File: src/rtl/my_uart_rx_frame_if.sv
// Decoded telemetry register set of my_uart_rx_frame.
// master: the receiver drives the decoded frame. slave: the servo/display logic reads it.
interface my_uart_rx_frame_if;
  localparam int unsigned POS_W = 12;
  localparam int unsigned ANG_W = 10;

  logic [POS_W-1:0] centre_pos_x;
  logic [POS_W-1:0] centre_pos_y;
  logic [ANG_W-1:0] angle_x;
  logic [ANG_W-1:0] angle_y;
  logic             chieu_xoay;
  logic             frame_valid;
  logic             frame_err;
  logic             rx_busy;

  modport master (
    output centre_pos_x, centre_pos_y, angle_x, angle_y,
    output chieu_xoay, frame_valid, frame_err, rx_busy
  );

  modport slave (
    input centre_pos_x, centre_pos_y, angle_x, angle_y,
    input chieu_xoay, frame_valid, frame_err, rx_busy
  );
endinterface

File: src/rtl/my_uart_rx_frame.sv
// UART receiver and decoder for the 11-byte tracking telemetry frame
// (FF FF xl xh yl yh axl axh ayl ayh dir). Completed frames update the
// output register set atomically.
// Optional build macro: UART_RX_FRAME_CHECK_EN -- when defined, frames whose
// reserved bits (xh/yh/axh/ayh[7:2], dir[7:1]) are nonzero are dropped.
module my_uart_rx_frame #(
  parameter int unsigned CLKS_PER_BIT = 16,
  parameter int unsigned CNT_W        = 8
) (
  input  logic               clk,
  input  logic               rst_n,
  input  logic               rs232_rx,
  my_uart_rx_frame_if.master frm
);

  localparam int unsigned       HALF_BIT  = CLKS_PER_BIT / 2;
  localparam logic [CNT_W-1:0]  BIT_LAST  = CNT_W'(CLKS_PER_BIT - 1);
  localparam logic [CNT_W-1:0]  HALF_LAST = CNT_W'(HALF_BIT - 1);
  localparam logic [7:0]        SYNC_BYTE = 8'hFF;
`ifdef UART_RX_FRAME_CHECK_EN
  localparam int unsigned       HI_W      = 8;
`else
  localparam int unsigned       HI_W      = 2;
`endif

  typedef enum logic [1:0] {B_IDLE, B_START, B_DATA, B_STOP} bstate_t;
  typedef enum logic [1:0] {F_SYNC1, F_SYNC2, F_PAYLOAD} fstate_t;

  logic             sync1_q, sync2_q, rx_prev_q;
  logic             rx_s;
  bstate_t          bstate_q;
  logic [CNT_W-1:0] cnt_q;
  logic [2:0]       bit_q;
  logic [7:0]       shift_q;
  logic             byte_done_q, byte_ferr_q;

  fstate_t          fstate_q;
  logic [3:0]       idx_q;
  logic [7:0]       xl_q, yl_q, axl_q, ayl_q;
  logic [HI_W-1:0]  xh_q, yh_q, axh_q, ayh_q;
  logic             rsvd_bad;

  logic [11:0]      pos_x_q, pos_y_q;
  logic [9:0]       ang_x_q, ang_y_q;
  logic             dir_q, valid_q, err_q;

  assign rx_s = sync2_q;

  // Two-flop synchronizer plus one delayed copy for falling-edge detection.
  always_ff @(posedge clk or negedge rst_n) begin
    if (!rst_n) begin
      sync1_q   <= 1'b1;
      sync2_q   <= 1'b1;
      rx_prev_q <= 1'b1;
    end else begin
      sync1_q   <= rs232_rx;
      sync2_q   <= sync1_q;
      rx_prev_q <= sync2_q;
    end
  end

  // Byte FSM: mid-bit sampling; a stop error leaves the line low, so the next
  // falling edge cannot occur until the line has returned high.
  always_ff @(posedge clk or negedge rst_n) begin
    if (!rst_n) begin
      bstate_q    <= B_IDLE;
      cnt_q       <= '0;
      bit_q       <= '0;
      shift_q     <= '0;
      byte_done_q <= 1'b0;
      byte_ferr_q <= 1'b0;
    end else begin
      byte_done_q <= 1'b0;
      byte_ferr_q <= 1'b0;
      case (bstate_q)
        B_IDLE: begin
          if (rx_prev_q && !rx_s) begin
            bstate_q <= B_START;
            cnt_q    <= '0;
          end
        end
        B_START: begin
          if (cnt_q == HALF_LAST) begin
            cnt_q    <= '0;
            bit_q    <= '0;
            bstate_q <= rx_s ? B_IDLE : B_DATA;
          end else begin
            cnt_q <= cnt_q + 1'b1;
          end
        end
        B_DATA: begin
          if (cnt_q == BIT_LAST) begin
            cnt_q   <= '0;
            shift_q <= {rx_s, shift_q[7:1]};
            bit_q   <= bit_q + 1'b1;
            if (bit_q == 3'd7) bstate_q <= B_STOP;
          end else begin
            cnt_q <= cnt_q + 1'b1;
          end
        end
        B_STOP: begin
          if (cnt_q == BIT_LAST) begin
            cnt_q       <= '0;
            bstate_q    <= B_IDLE;
            byte_done_q <= rx_s;
            byte_ferr_q <= !rx_s;
          end else begin
            cnt_q <= cnt_q + 1'b1;
          end
        end
        default: bstate_q <= B_IDLE;
      endcase
    end
  end

`ifdef UART_RX_FRAME_CHECK_EN
  // The dir byte is still in shift_q when it completes.
  assign rsvd_bad = (|xh_q[7:2]) | (|yh_q[7:2]) | (|axh_q[7:2]) |
                    (|ayh_q[7:2]) | (|shift_q[7:1]);
`else
  assign rsvd_bad = 1'b0;
`endif

  // Frame FSM: FF FF sync, nine payload bytes into shadows, atomic output load.
  always_ff @(posedge clk or negedge rst_n) begin
    if (!rst_n) begin
      fstate_q <= F_SYNC1;
      idx_q    <= '0;
      xl_q     <= '0;
      yl_q     <= '0;
      axl_q    <= '0;
      ayl_q    <= '0;
      xh_q     <= '0;
      yh_q     <= '0;
      axh_q    <= '0;
      ayh_q    <= '0;
      pos_x_q  <= '0;
      pos_y_q  <= '0;
      ang_x_q  <= '0;
      ang_y_q  <= '0;
      dir_q    <= 1'b0;
      valid_q  <= 1'b0;
      err_q    <= 1'b0;
    end else begin
      valid_q <= 1'b0;
      err_q   <= 1'b0;
      if (byte_ferr_q) begin
        if (fstate_q != F_SYNC1) begin
          err_q    <= 1'b1;
          fstate_q <= F_SYNC1;
        end
      end else if (byte_done_q) begin
        case (fstate_q)
          F_SYNC1: if (shift_q == SYNC_BYTE) fstate_q <= F_SYNC2;
          F_SYNC2: begin
            idx_q    <= '0;
            fstate_q <= (shift_q == SYNC_BYTE) ? F_PAYLOAD : F_SYNC1;
          end
          F_PAYLOAD: begin
            idx_q <= idx_q + 1'b1;
            case (idx_q)
              4'd0: xl_q  <= shift_q;
              4'd1: xh_q  <= shift_q[HI_W-1:0];
              4'd2: yl_q  <= shift_q;
              4'd3: yh_q  <= shift_q[HI_W-1:0];
              4'd4: axl_q <= shift_q;
              4'd5: axh_q <= shift_q[HI_W-1:0];
              4'd6: ayl_q <= shift_q;
              4'd7: ayh_q <= shift_q[HI_W-1:0];
              default: begin
                fstate_q <= F_SYNC1;
                if (rsvd_bad) begin
                  err_q <= 1'b1;
                end else begin
                  pos_x_q <= {xh_q[1:0], xl_q, 2'b00};
                  pos_y_q <= {yh_q[1:0], yl_q, 2'b00};
                  ang_x_q <= {axh_q[1:0], axl_q};
                  ang_y_q <= {ayh_q[1:0], ayl_q};
                  dir_q   <= shift_q[0];
                  valid_q <= 1'b1;
                end
              end
            endcase
          end
          default: fstate_q <= F_SYNC1;
        endcase
      end
    end
  end

  assign frm.centre_pos_x = pos_x_q;
  assign frm.centre_pos_y = pos_y_q;
  assign frm.angle_x      = ang_x_q;
  assign frm.angle_y      = ang_y_q;
  assign frm.chieu_xoay   = dir_q;
  assign frm.frame_valid  = valid_q;
  assign frm.frame_err    = err_q;
  // Pure decode of state registers.
  assign frm.rx_busy      = (fstate_q != F_SYNC1) || (bstate_q != B_IDLE);

endmodule

File: src/flat_wrapper.sv
// flat-port wrapper written by rule: the top's interface ports become plain ports
module my_uart_rx_frame_flat 
#(
  parameter int unsigned CLKS_PER_BIT = 16,
  parameter int unsigned CNT_W        = 8
)
  (clk, rst_n, rs232_rx, frm_centre_pos_x, frm_centre_pos_y, frm_angle_x, frm_angle_y, frm_chieu_xoay, frm_frame_valid, frm_frame_err, frm_rx_busy);
  my_uart_rx_frame_if frm_i ();
  input  logic clk;
  input  logic rst_n;
  input  logic rs232_rx;
  output wire logic [$bits(frm_i.centre_pos_x)-1:0] frm_centre_pos_x;
  output wire logic [$bits(frm_i.centre_pos_y)-1:0] frm_centre_pos_y;
  output wire logic [$bits(frm_i.angle_x)-1:0] frm_angle_x;
  output wire logic [$bits(frm_i.angle_y)-1:0] frm_angle_y;
  output wire logic [$bits(frm_i.chieu_xoay)-1:0] frm_chieu_xoay;
  output wire logic [$bits(frm_i.frame_valid)-1:0] frm_frame_valid;
  output wire logic [$bits(frm_i.frame_err)-1:0] frm_frame_err;
  output wire logic [$bits(frm_i.rx_busy)-1:0] frm_rx_busy;
  assign frm_centre_pos_x = frm_i.centre_pos_x;
  assign frm_centre_pos_y = frm_i.centre_pos_y;
  assign frm_angle_x = frm_i.angle_x;
  assign frm_angle_y = frm_i.angle_y;
  assign frm_chieu_xoay = frm_i.chieu_xoay;
  assign frm_frame_valid = frm_i.frame_valid;
  assign frm_frame_err = frm_i.frame_err;
  assign frm_rx_busy = frm_i.rx_busy;
  my_uart_rx_frame #(.CLKS_PER_BIT(CLKS_PER_BIT), .CNT_W(CNT_W)) u_core (.clk(clk), .rst_n(rst_n), .rs232_rx(rs232_rx), .frm(frm_i));
endmodule
File: config.mk
export PLATFORM = sky130hd
export DESIGN_NAME = my_uart_rx_frame_flat
export DESIGN_NICKNAME = d
export VERILOG_FILES = /design/src/rtl/my_uart_rx_frame_if.sv /design/src/rtl/my_uart_rx_frame.sv /design/src/flat_wrapper.sv
export SDC_FILE = /design/constraint.sdc
export NUM_CORES = 1
export LEC_CHECK = 0
export CORE_UTILIZATION = 51
export CTS_CLUSTER_DIAMETER = 40
export DETAILED_ROUTE_END_ITERATION = 10
export GPL_TIMING_DRIVEN = 0
export PLACE_DENSITY = 0.77
export SLEW_MARGIN = 20
export SYNTH_ARGS = -nofsm -noshare
export SYNTH_HDL_FRONTEND = slang
export SYNTH_SLANG_ARGS = --single-unit
File: constraint.sdc
create_clock -name clk -period 1.95 [get_ports clk]
set_input_delay 0.585 -clock clk [delete_from_list [all_inputs] [get_ports clk]]
set_output_delay 0.585 -clock clk [all_outputs]
set_load 0.005 [all_outputs]
# Word level (Yosys, flattened, before mapping)
# Index checks and enable logic that the tools add are counted.
# word_totals
regBits,115
input_bits,3
output_inout_bits,48
wordCells,114
# op_classes
addsub,3
n_eq_ne,24
n_mux,32
bitwise_logic,2
n_reduce_logical,27
# op_table
op,count
4-bit AND reduction,10
2-bit two-way mux,12
8-bit two-way mux,3
8-bit one-hot mux with 3 select lines,1
4-bit by 3-bit equality test with 1-bit output (second input constant),4
1-bit two-way mux,10
2-bit by 1-bit inequality test with 1-bit output (second input constant),5
2-bit nonzero test,5
8-bit by 1-bit adder with 8-bit output (second input constant),1
4-bit by 2-bit equality test with 1-bit output (second input constant),2
8-bit by 3-bit equality test with 1-bit output (second input constant),1
8-bit by 4-bit equality test with 1-bit output (second input constant),1
8-bit equality test (second input constant),1
2-bit one-hot mux with 4 select lines,1
4-bit one-hot mux with 2 select lines,1
8-bit OR reduction,1
2-bit equality test (second input constant),3
3-bit two-way mux,2
2-bit one-hot mux with 3 select lines,1
3-bit one-hot mux with 2 select lines,1
3-bit AND reduction,2
5-bit AND reduction,1
4-bit by 1-bit adder with 4-bit output (second input constant),1
2-bit by 1-bit equality test with 1-bit output (second input constant),2
14 further kinds,16

# Depth between registers and ports, before layout
# depth
depth_word,6
ltp_mapped,7
ltp_nobuf,6

# Worst setup path before layout
# No wires, ideal clock.
# synth_path
path_type,flip-flop to flip-flop
from,register u_core.bstate_q[0]
to,register u_core.bstate_q[0]
setup_time_ns,0.138
t_arrival_ns,1.621
required_time_ns,1.812
setup_slack_ns,0.191
stages_incl_launch_ff,8
n_path_buf,1
period_less_slack_ns,1.759
path_cell_list,dfrtp_1 -> inv_1 -> ha_1 -> clkbuf_1 -> nor3_1 -> a41oi_1 -> a2111oi_0 -> a21oi_1
# synth_via
elab_chain_cells,3
elab_cells_between_ends,11
classes_between,eq/ne: 8; mux: 1; reduce/logical: 2
# synth_rtl
item,line_no,rtl
"start, declared",my_uart_rx_frame.sv:31,bstate_t bstate_q;
"start signal, assigned",my_uart_rx_frame.sv:86,bstate_q <= rx_s ? B_IDLE : B_DATA;
"2-bit equality test, or another cell as far along",my_uart_rx_frame.sv:75,case (bstate_q)
2-bit by 1-bit inequality test with 1-bit output (no source line),n/a,
5-bit AND reduction (no source line),n/a,
# Parallel ways exist; a longest one is shown, timed or not.
# A chain may end at the register's enable or synchronous reset.

==> summary.md <==
| Metric | Value |
|---|---|
| Clock transition at path regs | 0.06 ns |
| Die Y | 99.6 um |
| Pleak | roughly 3.5 nW |
| Die X | approximately 100 um |
| Gate power share | 12.9% |
| Share of cells above drive strength 1 | approximately two fifths |
| RD Place Congestion | 0.895 |
| Final worst-path cycle share | 98.6% |
| Synth area leader | dfrtp_1 |
| Overall Global Routing Usage | between 20% and 30% |
| WL per Instance | 16.1 um |
| Synth Register Bits | 115 |
| Slew Limit Headroom | 64.3% |
| Worst clock skew | 0.0111 ns |
| Clock power share | a little under half |
| Top Ports | between 50 and 60 |
| Top post-synthesis cells by area | dfrtp_1 58%, mux2_2 21%, ha_1 3.9% |
| DRC violations left | 0 |
| Pin count of the biggest net entering global routing | 73 |
| Worst Setup End Kind | output pin |
| Critical-path maximum fanout | 5 |
| Slowest cell on the critical path | dfrtp_1 |
| Hold Path Class | flop to flop |
| CP cell instances | inv_2, ha_4, nand2_1, clkbuf_2 |
| Max VDD drop | 0.673 mV |
| Dpl ws | -0.109 ns |
| Setup-failing EPs final | 0 |
| Mapped Cells | 355 |
| GRT overflow | 0 |
| Share of the synthesized area in the top cell type | 57.7% |
| N_diodes | 0 |
| PortBufs | 46 |
| First-pass GRT wire length | 15600 um |
| Main synth FF type | dfrtp_1 |
| Iter 0 DRT Violations | between 100 and 150 |
| R2r startpoint | u_core.cnt_q[5] |
| Fillers | ~650 |
| Htree depth | 4 |
| Synth unique cells | 46 |
| Avg Inst Size Synth | 13.7 um^2 |
| Seq pwr share | roughly 40% |
| Vias per inst | 5.31 |
| Buffers from clock root to sink, at most | 2 |
| Seq/Total Area, Yosys | 59.3% |
| Post-DP HPWL | 5920 um |
| Synth Warn # | 0 |
| Crit-path leading delay family | flip-flops |
| Maxcap violations | 0 |
| Hold Vio Cnt, Final | 0 |
| CTS tree | yes |
| Internal power | 4.57 mW |
| Setup TNS | 0 ns |
| Clock Sinks | 115 |
| CTS buffer count | 17 |
| Vias in the first global route | 3128 |
| Synth Area in XOR/XNOR | 0% |
| Starting Density | between 50% and 60% |
| Critical path class | flop to output pin |
| Nets | 456 |
| Initial antenna violation count | 0 |
| Post-Synth Adder-Cell Area | 3.86% |
| Max-slew violation count | 0 |
| RSZ-0062 raised after global routing | true |
| Synth async-reset ratio | 100% |
| Startpoint types | flop |
| CORE AREA | 9240 um^2 |
| Switching fraction of total power | ~26% |
| FMAX | 520 MHz |
| Compound-gate portion of the synthesized area | 4.61% |
| Post-synth EDFFs | 0 |
| Mux share of post-synthesis cell area | between 20 and 25% |
| Crit path buffers/inverters | 2 |
| Simple-Gate Fraction of Synth Area | 7.93% |
| ANT nets after route | 0 |
| Area grow syn2layout | 30.2% |
| Total routed wirelength | approximately 9400 um |
| Worst-Skew Late Latency | 0.51 ns |
| First drt pass iteration count | 5 |
| Status | complete, no violations |
| Vias post-DR | 3082 |
| Die area | 9920 um^2 |
| Net Switching | 1.60 mW |
| Worst Tran Pin Value | 0.536 ns |
| Min Tclk post-route | about 1.9 ns |
| Largest stage delay on the critical path | 0.39 ns |
| Required @ worst endpoint | 1.36 ns |
| Largest family of logic cells by synthesized area | multiplexers |
| PD cells | 975 nW/um^2 |
| CTS Root Buffer Type | clkbuf_8 |
| Cell row count | 35 |
| Final worst slack | 0.0276 ns |
| Mapped Area | 4860 um^2 |
| Crit path DAT | 1.34 ns |
| Worst Hold Launch | u_core.sync1_q |
==> final timing paths <==
path                                         end  slack [ns]  cells after the start
max                                  frm_rx_busy        0.03                      4
min                                  u_core.rx_s        0.36                      0
max reg2reg                      u_core.bit_q[0]        0.04                      4
min reg2reg                          u_core.rx_s        0.36                      0
max in group asynchronous        u_core.idx_q[3]        0.70                      3
min in group asynchronous  u_core.frm.angle_x[6]        0.56                      2
==> Yosys cell counts, drive strengths merged, types with 2 or more instances <==
cell,instances
dfrtp,112
mux2,90
nand2,26
ha,15
inv,11
clkbuf,10
nand3,10
o21ai,10
buf,6
nor3,6
a21oi,5
nand2b,5
nand4,5
mux2i,4
nor2b,4
a22o,3
dfstp,3
nor2,3
a31oi,2
and3,2
nor3b,2
o31ai,2
==> cell families (layout without fill, tap and decap cells) <==
| logic type | count (synthesis) | in the layout |
|---|---|---|
| DFF | 115 | 115 |
| muxes | 94 | 94 |
| and+or+nand+nor | 70 | 70 |
| AOI/OAI and AO/OA | 33 | 33 |
| buffers and inverters | 27 | 120 |
| adders and majority gates | 15 | 15 |
| other | 1 | 4 |
==> worst reg2reg max path, cell delays in order (launching register included) <==
cell and delay (ns):
dfrtp_1 0.47, or4_4 0.57, o31ai_1 0.28, nand3_1 0.18, mux2_4 0.29
==> stage by stage <==
stage | power [mW] | instance area, um^2 | std cells | util (%) | hold slack [ns]
finish | 6.17 | 6330 | 580 | 68.5 | 0.361
global route | 6.44 | 6330 | 580 | 68.5 | 0.368
CTS | 6.10 | 6230 | 578 | 67.4 | 0.361
detailed placement | 3.08 | 5520 | 534 | 59.7 | 0.352
global placement | 3.06 | 5490 | 533 | 59.4 | 0.346
floorplan | 2.88 | 4870 | 358 | - | 0.289
==> cell usage in the layout, fill, tap and decap left out, types with 6 or more instances in the layout <==
| cell | count |
|---|---|
| nand2_1 | 22 |
| clkbuf_16 | 16 |
| clkbuf_1 | 6 |
| o21ai_0 | 10 |
| ha_1 | 11 |
| dlymetal6s2s_1 | 18 |
| mux2_2 | 89 |
| dfrtp_1 | 112 |
| buf_4 | 19 |
| inv_1 | 7 |
| nand3_1 | 9 |
| dlygate4sd2_1 | 24 |
==> power groups by stage <==
stage	combinational (mW)	sequential, mW	clock (mW)
3_5_place_dp	0.581	2.50	0
2_1_floorplan	0.390	2.49	0
3_3_place_gp	0.558	2.50	0
6_report	0.796	2.46	2.92
4_1_cts	0.684	2.45	2.97
5_1_grt	0.867	2.46	3.11
==> layer usage <==
| layer | track usage (%) | share of wire, % | vias to the layer above |
|---|---|---|---|
| li1 | - | - | 1441 |
| met3 | 4.99 | 2.7 | 7 |
| met5 | 0 | 0 | - |
| met1 | 26.5 | 46 | 1573 |
| met2 | 33.9 | 50 | 61 |
| met4 | 8.71 | 0.96 | 0 |
==> repair_timing <==
| action | in CTS | in global routing |
|---|---|---|
| pin swaps | 2 | 1 |
| setup endpoints to repair | 78 | 73 |
| hold buffers | 1 | 0 |
| resized for setup | 44 | 30 |
| buffers inserted | 11 | 4 |
| hold endpoints to repair | 27 | 0 |
==> sequential cells by signal, summed over array words and instances (netlist names), 3 cells and up, named ones only <==
name                     count
u_core.idx_q                 4
u_core.bit_q                 3
u_core.frm.centre_pos_y     10
u_core.ayl_q                 8
u_core.xl_q                  8
u_core.frm.angle_x          10
u_core.cnt_q                 8
u_core.shift_q               8
u_core.frm.centre_pos_x     10
u_core.axl_q                 8
u_core.yl_q                  8
u_core.frm.angle_y          10
==> cell type report <==
cell class | instances | area [um^2] | area share, %
sequential | 115 | 2880 | 45.5
multi-input combinational | 216 | 1970 | 31.2
timing repair buffer | 63 | 622 | 9.83
clock buffer | 20 | 455 | 7.20
tap | 129 | 161 | 2.55
clock inverter | 12 | 121 | 1.92
buffer | 14 | 72.6 | 1.15
inverter | 11 | 41.3 | 0.653
(Power assumes the default switching activity.)
